--- src/rtl/mem_pkg.sv ---
// Shared definitions for the memory port controller and its neighbours in the matmul datapath.
package mem_pkg;

    localparam int MEM_AW_DEF = 16;
    localparam int MEM_DW_DEF = 32;
    localparam int RD_LAT_MAX = 4;

    typedef enum logic [1:0] {
        ST_IDLE = 2'd0,
        ST_FILL = 2'd1,
        ST_DONE = 2'd2
    } state_e;

endpackage

--- src/rtl/mem_port_ctrl_rd_lat_pipe.sv ---
// Valid/data delay line placed behind the SRAM read port; data stages only load on valid,
// so the output word holds its last value between responses.
module rd_lat_pipe
    import mem_pkg::*;
#(
    parameter int DEPTH = 1,
    parameter int DW    = MEM_DW_DEF
) (
    input  logic          clk_i,
    input  logic          rst_i,
    input  logic          vld_i,
    input  logic [DW-1:0] data_i,
    output logic          vld_o,
    output logic [DW-1:0] data_o
);

    generate
        if (DEPTH == 0) begin : g_bypass
            // Zero-depth: live SRAM data while valid, otherwise the last returned word.
            logic [DW-1:0] hold_q;

            always_ff @(posedge clk_i or posedge rst_i) begin
                if (rst_i) begin
                    hold_q <= '0;
                end else if (vld_i) begin
                    hold_q <= data_i;
                end
            end

            assign vld_o  = vld_i;
            assign data_o = vld_i ? data_i : hold_q;
        end else begin : g_stages
            logic [DEPTH-1:0] vld_q;
            logic [DW-1:0]    data_q [DEPTH];

            always_ff @(posedge clk_i or posedge rst_i) begin
                if (rst_i) begin
                    vld_q <= '0;
                    for (int i = 0; i < DEPTH; i++) begin
                        data_q[i] <= '0;
                    end
                end else begin
                    vld_q[0] <= vld_i;
                    if (vld_i) begin
                        data_q[0] <= data_i;
                    end
                    for (int i = 1; i < DEPTH; i++) begin
                        vld_q[i] <= vld_q[i-1];
                        if (vld_q[i-1]) begin
                            data_q[i] <= data_q[i-1];
                        end
                    end
                end
            end

            assign vld_o  = vld_q[DEPTH-1];
            assign data_o = data_q[DEPTH-1];
        end
    endgenerate

endmodule

--- src/rtl/mem_port_ctrl.sv ---
// Memory-side stage behind the matmul engine: passes requests to a single-port SRAM,
// returns reads at a fixed latency and runs a hardware fill of an address range.
module mem_port_ctrl
    import mem_pkg::*;
#(
    parameter int                MEM_AW   = MEM_AW_DEF,
    parameter int                MEM_DW   = MEM_DW_DEF,
    parameter int                RD_LAT   = 2,
    parameter logic [MEM_DW-1:0] INIT_VAL = '0
) (
    input  logic              clk_i,
    input  logic              rst_i,
    input  logic              mem_req_i,
    input  logic              mem_write_i,
    input  logic [MEM_AW-1:0] mem_addr_i,
    input  logic [MEM_DW-1:0] mem_wdata_i,
    output logic              mem_rdata_vld_o,
    output logic [MEM_DW-1:0] mem_rdata_o,
    input  logic              init_go_i,
    input  logic [MEM_AW-1:0] init_base_i,
    input  logic [MEM_AW-1:0] init_len_i,
    output logic              init_busy_o,
    output logic              init_done_o,
    output logic              err_drop_o,
    output logic              sram_ce_o,
    output logic              sram_we_o,
    output logic [MEM_AW-1:0] sram_addr_o,
    output logic [MEM_DW-1:0] sram_wdata_o,
    input  logic [MEM_DW-1:0] sram_rdata_i
);

    state_e            state_q;
    logic [MEM_AW-1:0] base_q;
    logic [MEM_AW-1:0] len_q;
    logic [MEM_AW-1:0] cnt_q;
    logic              err_drop_q;
    logic              rd_vld_d;
    logic              rd_vld_q;

    // Any request arriving outside IDLE is dropped and latched as an error until reset.
    always_ff @(posedge clk_i or posedge rst_i) begin
        if (rst_i) begin
            state_q    <= ST_IDLE;
            base_q     <= '0;
            len_q      <= '0;
            cnt_q      <= '0;
            err_drop_q <= 1'b0;
        end else begin
            if (mem_req_i && (state_q != ST_IDLE)) begin
                err_drop_q <= 1'b1;
            end
            case (state_q)
                ST_IDLE: begin
                    if (init_go_i) begin
                        base_q  <= init_base_i;
                        len_q   <= init_len_i;
                        cnt_q   <= '0;
                        state_q <= (init_len_i == '0) ? ST_DONE : ST_FILL;
                    end
                end
                ST_FILL: begin
                    cnt_q <= cnt_q + MEM_AW'(1);
                    if (cnt_q == len_q - MEM_AW'(1)) begin
                        state_q <= ST_DONE;
                    end
                end
                ST_DONE: state_q <= ST_IDLE;
                default: state_q <= ST_IDLE;
            endcase
        end
    end

    always_comb begin
        sram_ce_o    = 1'b0;
        sram_we_o    = 1'b0;
        sram_addr_o  = '0;
        sram_wdata_o = '0;
        if (!rst_i) begin
            case (state_q)
                ST_IDLE: begin
                    sram_ce_o    = mem_req_i;
                    sram_we_o    = mem_write_i;
                    sram_addr_o  = mem_addr_i;
                    sram_wdata_o = mem_wdata_i;
                end
                ST_FILL: begin
                    sram_ce_o    = 1'b1;
                    sram_we_o    = 1'b1;
                    sram_addr_o  = base_q + cnt_q;
                    sram_wdata_o = INIT_VAL;
                end
                default: ;
            endcase
        end
    end

    // First latency stage: marks the cycle in which sram_rdata carries an accepted read.
    assign rd_vld_d = (state_q == ST_IDLE) && mem_req_i && !mem_write_i;

    always_ff @(posedge clk_i or posedge rst_i) begin
        if (rst_i) begin
            rd_vld_q <= 1'b0;
        end else begin
            rd_vld_q <= rd_vld_d;
        end
    end

    rd_lat_pipe #(
        .DEPTH (RD_LAT - 1),
        .DW    (MEM_DW)
    ) u_rd_lat_pipe (
        .clk_i  (clk_i),
        .rst_i  (rst_i),
        .vld_i  (rd_vld_q),
        .data_i (sram_rdata_i),
        .vld_o  (mem_rdata_vld_o),
        .data_o (mem_rdata_o)
    );

    assign init_busy_o = (state_q != ST_IDLE);
    assign init_done_o = (state_q == ST_DONE);
    assign err_drop_o  = err_drop_q;

endmodule
--- config.mk ---
export PLATFORM = sky130hd
export DESIGN_NAME = mem_port_ctrl
export DESIGN_NICKNAME = d
export VERILOG_FILES = /design/src/rtl/mem_pkg.sv /design/src/rtl/mem_port_ctrl_rd_lat_pipe.sv /design/src/rtl/mem_port_ctrl.sv
export SDC_FILE = /design/constraint.sdc
export NUM_CORES = 1
export LEC_CHECK = 0
export ABC_AREA = 1
export CAP_MARGIN = 0
export CORE_MARGIN = 10
export CORE_UTILIZATION = 60
export CTS_BUF_LIST = sky130_fd_sc_hd__clkbuf_2 sky130_fd_sc_hd__clkbuf_4 sky130_fd_sc_hd__clkbuf_8
export CTS_CLUSTER_DIAMETER = 80
export CTS_CLUSTER_SIZE = 10
export DETAILED_ROUTE_END_ITERATION = 6
export DONT_BUFFER_PORTS = 1
export PLACE_DENSITY = 0.76
export SYNTH_ARGS = -nofsm -noshare
export SYNTH_HDL_FRONTEND = slang
export SYNTH_SLANG_ARGS = --single-unit
--- constraint.sdc ---
create_clock -name clk_i -period 12.15 [get_ports clk_i]
set_input_delay 2.43 -clock clk_i [delete_from_list [all_inputs] [get_ports clk_i]]
set_output_delay 2.43 -clock clk_i [all_outputs]
set_load 0.05 [all_outputs]
==> run metrics, run 1 <==
ranking of synthesized cells by area=dfrtp_1 40%, nand2_1 16%, mux2_2 6.8%, nor2_1 6.1%, inv_1 4.8%; Die W=about 110 um; crit path max fanout=35; # Post-CTS Setup Buffers=0; crit path kind=in2out; R2R setup slack=9710 ps; Syn Area/Cell=7.431 um^2; FF-to-FF path depth=7; critical-path cell list=nor2_1 -> clkinv_1 -> nor2_1 -> nand2_1 -> o21ai_1; Total Neg Setup Slack=0 ps; vias in the first global route=4612; Clock transition at path regs=80 ps; DR vias=4551; slowest stage delay, CP=roughly 760 ps; max-cap check violation count=0; max-slew violation count=0; RSZ-0062 raised after global routing=no; initial antenna violation count=0; Worst Tran Pin Value=1241 ps; DRT Pass-1 Iters=5; Worst Path Buf+Inv=1; top cell type's share of synthesized area=0.3987; CP Launch Type=input port; critical path data arrival time=around 4500 ps; CTS Sinks=85; post-synth top area cell=dfrtp_1; fin nets=about 850; Slowest-stage cell, CP=nor2_1; hold path depth=2; WHS=494.4 ps; syn_nets=853; Synth warnings=0; Core Box Area=8678 um^2; CTS Hold Bufs=0; Root Driver=clkbuf_8; first-pass GRT wire length=23.24 mm; fin crit share=0.5716; Tmin final=just under 7000 ps; worst r2r dst=cnt_q[11]$_DFFE_PP0P_; synth unique cells=37; HPWL after detailed placement=11.67 mm; share of layout cells above drive strength 1=0.1021; initial core utilization=0.6148; Post-Route Skew=approximately 8.1 ps; GRT Util Overall=0.2167; Num CTS Buffers=9; max frequency=between 0.1 and 0.15 GHz; Final setup viols=0; hold_sp=base_q[2]$_DFFE_PP0P_; crit end category=output port; ys flop type=dfrtp_1; Leakage Power=2.789 nW; WL final=14.47 mm; Crit path max-delay family=simple AND/OR/NAND/NOR gates; DRC=0; initial DRC count=260; area delta synth->final=4.948%; Crit Reg-Reg Startpoint=state_q[1]$_DFFE_PP0P_; outcome=finished, final reports clean; cells after synthesis=just over 700; pwr dens=slightly above 300 nW/um^2; sequential-to-total area share from yosys stat=0.3987; Final ANT Viol Nets=0; die area=~13000 um^2; CTS tree=built; post-DR wirelength/cell=17.58 um; most frequent cells in the layout=221 x nand2_1, 86 x nor2_1, 85 x dfrtp_1, 67 x inv_1, 41 x a21oi_1; worst path required time=9720 ps; grt ovf=0; min-delay worst type=reg2reg; number of I/O pins=203; Cell Rows=34; Skew-Pair Late Insertion Delay=between 300 and 400 ps; RD Place Congestion=0.9251; largest net degree at the start of global routing=60; # diodes=0; H-tree level count=3; VDD IR max=0.1407 mV; Post-synth EDFFs=0; Core Util, Final=0.6452; Power, Total=1.695 mW; Die Ht=114.3 um; CTS resizes=0; relative slew slack=0.1727; CP most frequent cell=nor2_1; I/O Buffers=0; Mapped Area=5335 um^2; Worst Hold End=base_q[2]$_DFFE_PP0P_; share of flip-flops with an asynchronous set or reset=1.000; Max Buffers Root-to-Sink=2; fin cells=between 800 and 900; post-placement cell count=807; vias per cell=5.530; Hold Vio Cnt, Final=0; leading cell type in the layout, fill and taps excluded=nand2_1; #FFs+latches synth=85
kinds of logic (layout without fill, tap and decap cells):
family	after synthesis	in the layout	synth area share
AO/OA/AOI/OAI	89	89	0.09076
XOR/XNOR	15	15	0.02463
adder cells (fa/ha/maj)	18	18	0.04362
buffers and inverters	94	91	0.06778
flip-flops	85	85	0.3987
multiplexers	32	32	0.06754
AND/OR/NAND/NOR	385	385	0.3070
per-layer routing:
layer,global-route usage,vias to the layer above,routed length (um)
met4,0.05848,0,125
met5,0,-,0
met3,0.04560,12,999
li1,-,2289,-
met2,0.3998,147,7649
met1,0.2455,2103,5697
final cells by class:
| class | count | area [um^2] |
|---|---|---|
| Multi-Input combinational cell | 539 | 2846 |
| Clock inverter | 6 | 68.82 |
| Tap cell | 108 | 135.1 |
| Inverter | 73 | 275.3 |
| Timing Repair Buffer | 2 | 15.01 |
| Fill cell | 773 | 3079 |
| Sequential cell | 85 | 2127 |
| Clock buffer | 10 | 131.4 |
registers in the layout, indices dropped and copies added, names as in the netlist:
register	flops
u_rd_lat_pipe.data_o	32
base_q	16
cnt_q	16
len_q	16
state_q	2
err_drop_o	1
rd_vld_q	1
u_rd_lat_pipe.vld_o	1
Yosys cell counts (2+ instances only):
library cell and instances:
a21oi_1 41, a32o_1 3, and2_1 3, buf_2 7
clkbuf_1 13, clkinv_1 2, dfrtp_1 85, ha_1 17
inv_1 68, inv_2 3, mux2_2 32, nand2_1 221
nand2_2 3, nand3_1 38, nand3b_1 6, nand4_1 8
nor2_1 86, nor2_2 8, nor2_4 3, nor3_1 2
nor3_2 2, o21ai_0 32, o21bai_1 5, o22ai_1 4
xnor2_1 9, xor2_1 6
stage by stage:
step,instance area (um^2),worst slack (ps)
after detailed placement,5399,5160
final,5599,5206
after global routing,5599,4981
after floorplan,5335,4602
after CTS,5599,5169
after global placement,5399,5257
worst max path at each step:
| stage | end | startpoint | cells past startpoint | slack (ps) |
|---|---|---|---|---|
| floorplan | sram_addr_o[1] | rst_i | 3 | 4600 |
| global placement | sram_addr_o[2] | rst_i | 5 | 5260 |
| detailed placement | sram_addr_o[2] | rst_i | 5 | 5160 |
| CTS | sram_addr_o[2] | rst_i | 5 | 5170 |
| global route | sram_addr_o[2] | rst_i | 5 | 4980 |
| finish | sram_addr_o[2] | rst_i | 5 | 5210 |
worst register-to-register path: stages (launching register included):
cell      delay [ps]
dfrtp_1          440
nor2_1           190
nand2_1          120
buf_4            470
clkinv_1         640
o21ai_0          330
o21ai_0          130
inv_1             60
report_power, final:
part	total [mW]	internal, mW	switching (mW)
Clock	0.206	0.0989	0.107
Sequential	0.708	0.397	0.311
Combinational	0.781	0.228	0.553
No activity file was read; power rests on OpenSTA's default activity.
==> run 2, diff against run 1 <==
Settings changed: PLACE_DENSITY 0.76 to 0.79.
Clock period 12.15 ns to 6.3 ns, I/O delays scaled along.
==> run metrics, run 2 (synthesis results as in run 1) <==
Power, Total=3.268 mW; relative slew slack=0.1476; CP Launch Type=input port; VDD IR max=between 0.2 and 0.3 mV; HPWL after detailed placement=about 12 mm; fin crit share=0.7365; CP most frequent cell=nor2_1; Core Box Area=8678 um^2; WHS=501.4 ps; Num CTS Buffers=9; Tmin final=4640 ps; DR vias=around 4700; outcome=finished, final reports clean; leading cell type in the layout, fill and taps excluded=nand2_1; NetSw=1.903 mW; DRC=0; critical-path cell list=nor2_1 -> clkinv_1 -> nor2_1 -> nand2_1 -> o21ai_1; vias per cell=5.655; max-cap check violation count=0; slowest stage delay, CP=790 ps; initial antenna violation count=0; max-slew violation count=0; Reg power frac=0.418; I/O Buffers=0; initial core utilization=0.6148; Largest register FFs=32; initial DRC count=370; critical path data arrival time=3380 ps; Post-Route Skew=about 11 ps; # diodes=0; vias in the first global route=4598; # Post-CTS Setup Buffers=0; WL final=14.52 mm; Clock power frac=0.118; CTS Sinks=between 80 and 90; grt ovf=0; largest net degree at the start of global routing=60; Worst Tran Pin Value=about 1300 ps; Max Buffers Root-to-Sink=2; Cell Rows=34; share of layout cells above drive strength 1=0.1021; DRT Pass-1 Iters=5; number of I/O pins=between 200 and 250; Final setup viols=0; CTS resizes=0; Hold Vio Cnt, Final=0; H-tree level count=3; CTS Hold Bufs=0; min-delay worst type=reg2reg; CTS tree=built; Die Ht=about 110 um; Crit path max-delay family=simple AND/OR/NAND/NOR gates; combinational power share=0.464; GRT Util Overall=0.2180; fin nets=approximately 850; crit path max fanout=35; crit path kind=in2out; Skew-Pair Late Insertion Delay=370 ps; area delta synth->final=4.925%; Final ANT Viol Nets=0; max frequency=0.2155 GHz; Sw Ratio=0.5825; first-pass GRT wire length=23.37 mm; crit end category=output port; Total Neg Setup Slack=0 ps; Root Driver=clkbuf_8; Worst Path Buf+Inv=1; Slowest-stage cell, CP=nor2_1; RD Place Congestion=between 0.9 and 1; Clock transition at path regs=roughly 90 ps; pwr dens=583.8 nW/um^2; die area=between 10000 and 15000 um^2; Leakage Power=2.787 nW; post-DR wirelength/cell=17.65 um; Die W=114.3 um; RSZ-0062 raised after global routing=no; internal cell power=1.364 mW; most frequent cells in the layout=221 x nand2_1, 86 x nor2_1, 85 x dfrtp_1, 67 x inv_1, 41 x a21oi_1; worst path required time=5040 ps
[run 2: area by class of cell]
type	count	area, um^2
inverter	73	275.3
fill	751	3080
tap	108	135.1
timing repair buffer	2	15.01
clock buffer	9	123.9
sequential	85	2127
clock inverter	7	75.07
multi-input combinational	539	2846
[run 2: path summary, 6_finish.rpt]
path                                        start                    end  slack, ps  cells past startpoint
max                                         rst_i         sram_addr_o[2]       1660                      5
min                         base_q[6]$_DFFE_PP0P_  base_q[6]$_DFFE_PP0P_        500                      2
max reg2reg                state_q[1]$_DFFE_PP0P_  cnt_q[11]$_DFFE_PP0P_       3980                      7
min reg2reg                 base_q[6]$_DFFE_PP0P_  base_q[6]$_DFFE_PP0P_        500                      2
max in group asynchronous                   rst_i   len_q[8]$_DFFE_PP0P_       4440                      2
min in group asynchronous                   rst_i  base_q[1]$_DFFE_PP0P_        840                      1
[run 2: metrics by stage]
step	instances	utilization	setup slack, ps	instance area (um^2)
4_1_cts	823	0.6450	1665	5598
3_5_place_dp	807	0.6221	1648	5399
6_report	823	0.6450	1660	5598
3_3_place_gp	807	0.6221	1770	5399
5_1_grt	823	0.6450	1519	5598
2_1_floorplan	718	-	1092	5335
[run 2: worst register-to-register path: cells and delay by family, from the launching register on]
family	cells	cell delay (ps)
flip-flops	1	440
buffers and inverters	3	1100
AO/OA/AOI/OAI	2	410
AND/OR/NAND/NOR	2	300
[run 2: power by group through the flow]
stage | Sequential (mW) | Clock (mW) | Combinational, mW
floorplan | 1.30 | 0 | 1.30
global placement | 1.37 | 0 | 1.46
detailed placement | 1.38 | 0 | 1.51
CTS | 1.37 | 0.396 | 1.52
global route | 1.40 | 0.418 | 1.69
finish | 1.36 | 0.387 | 1.52
[run 2: layer usage]
layer  vias up  GRT usage  wire, um
met5         -          0         0
met4         0    0.05096       162
met3        19    0.05922      1210
met2       200     0.4005      7646
met1      2151     0.2432      5502
li1       2284          -         -
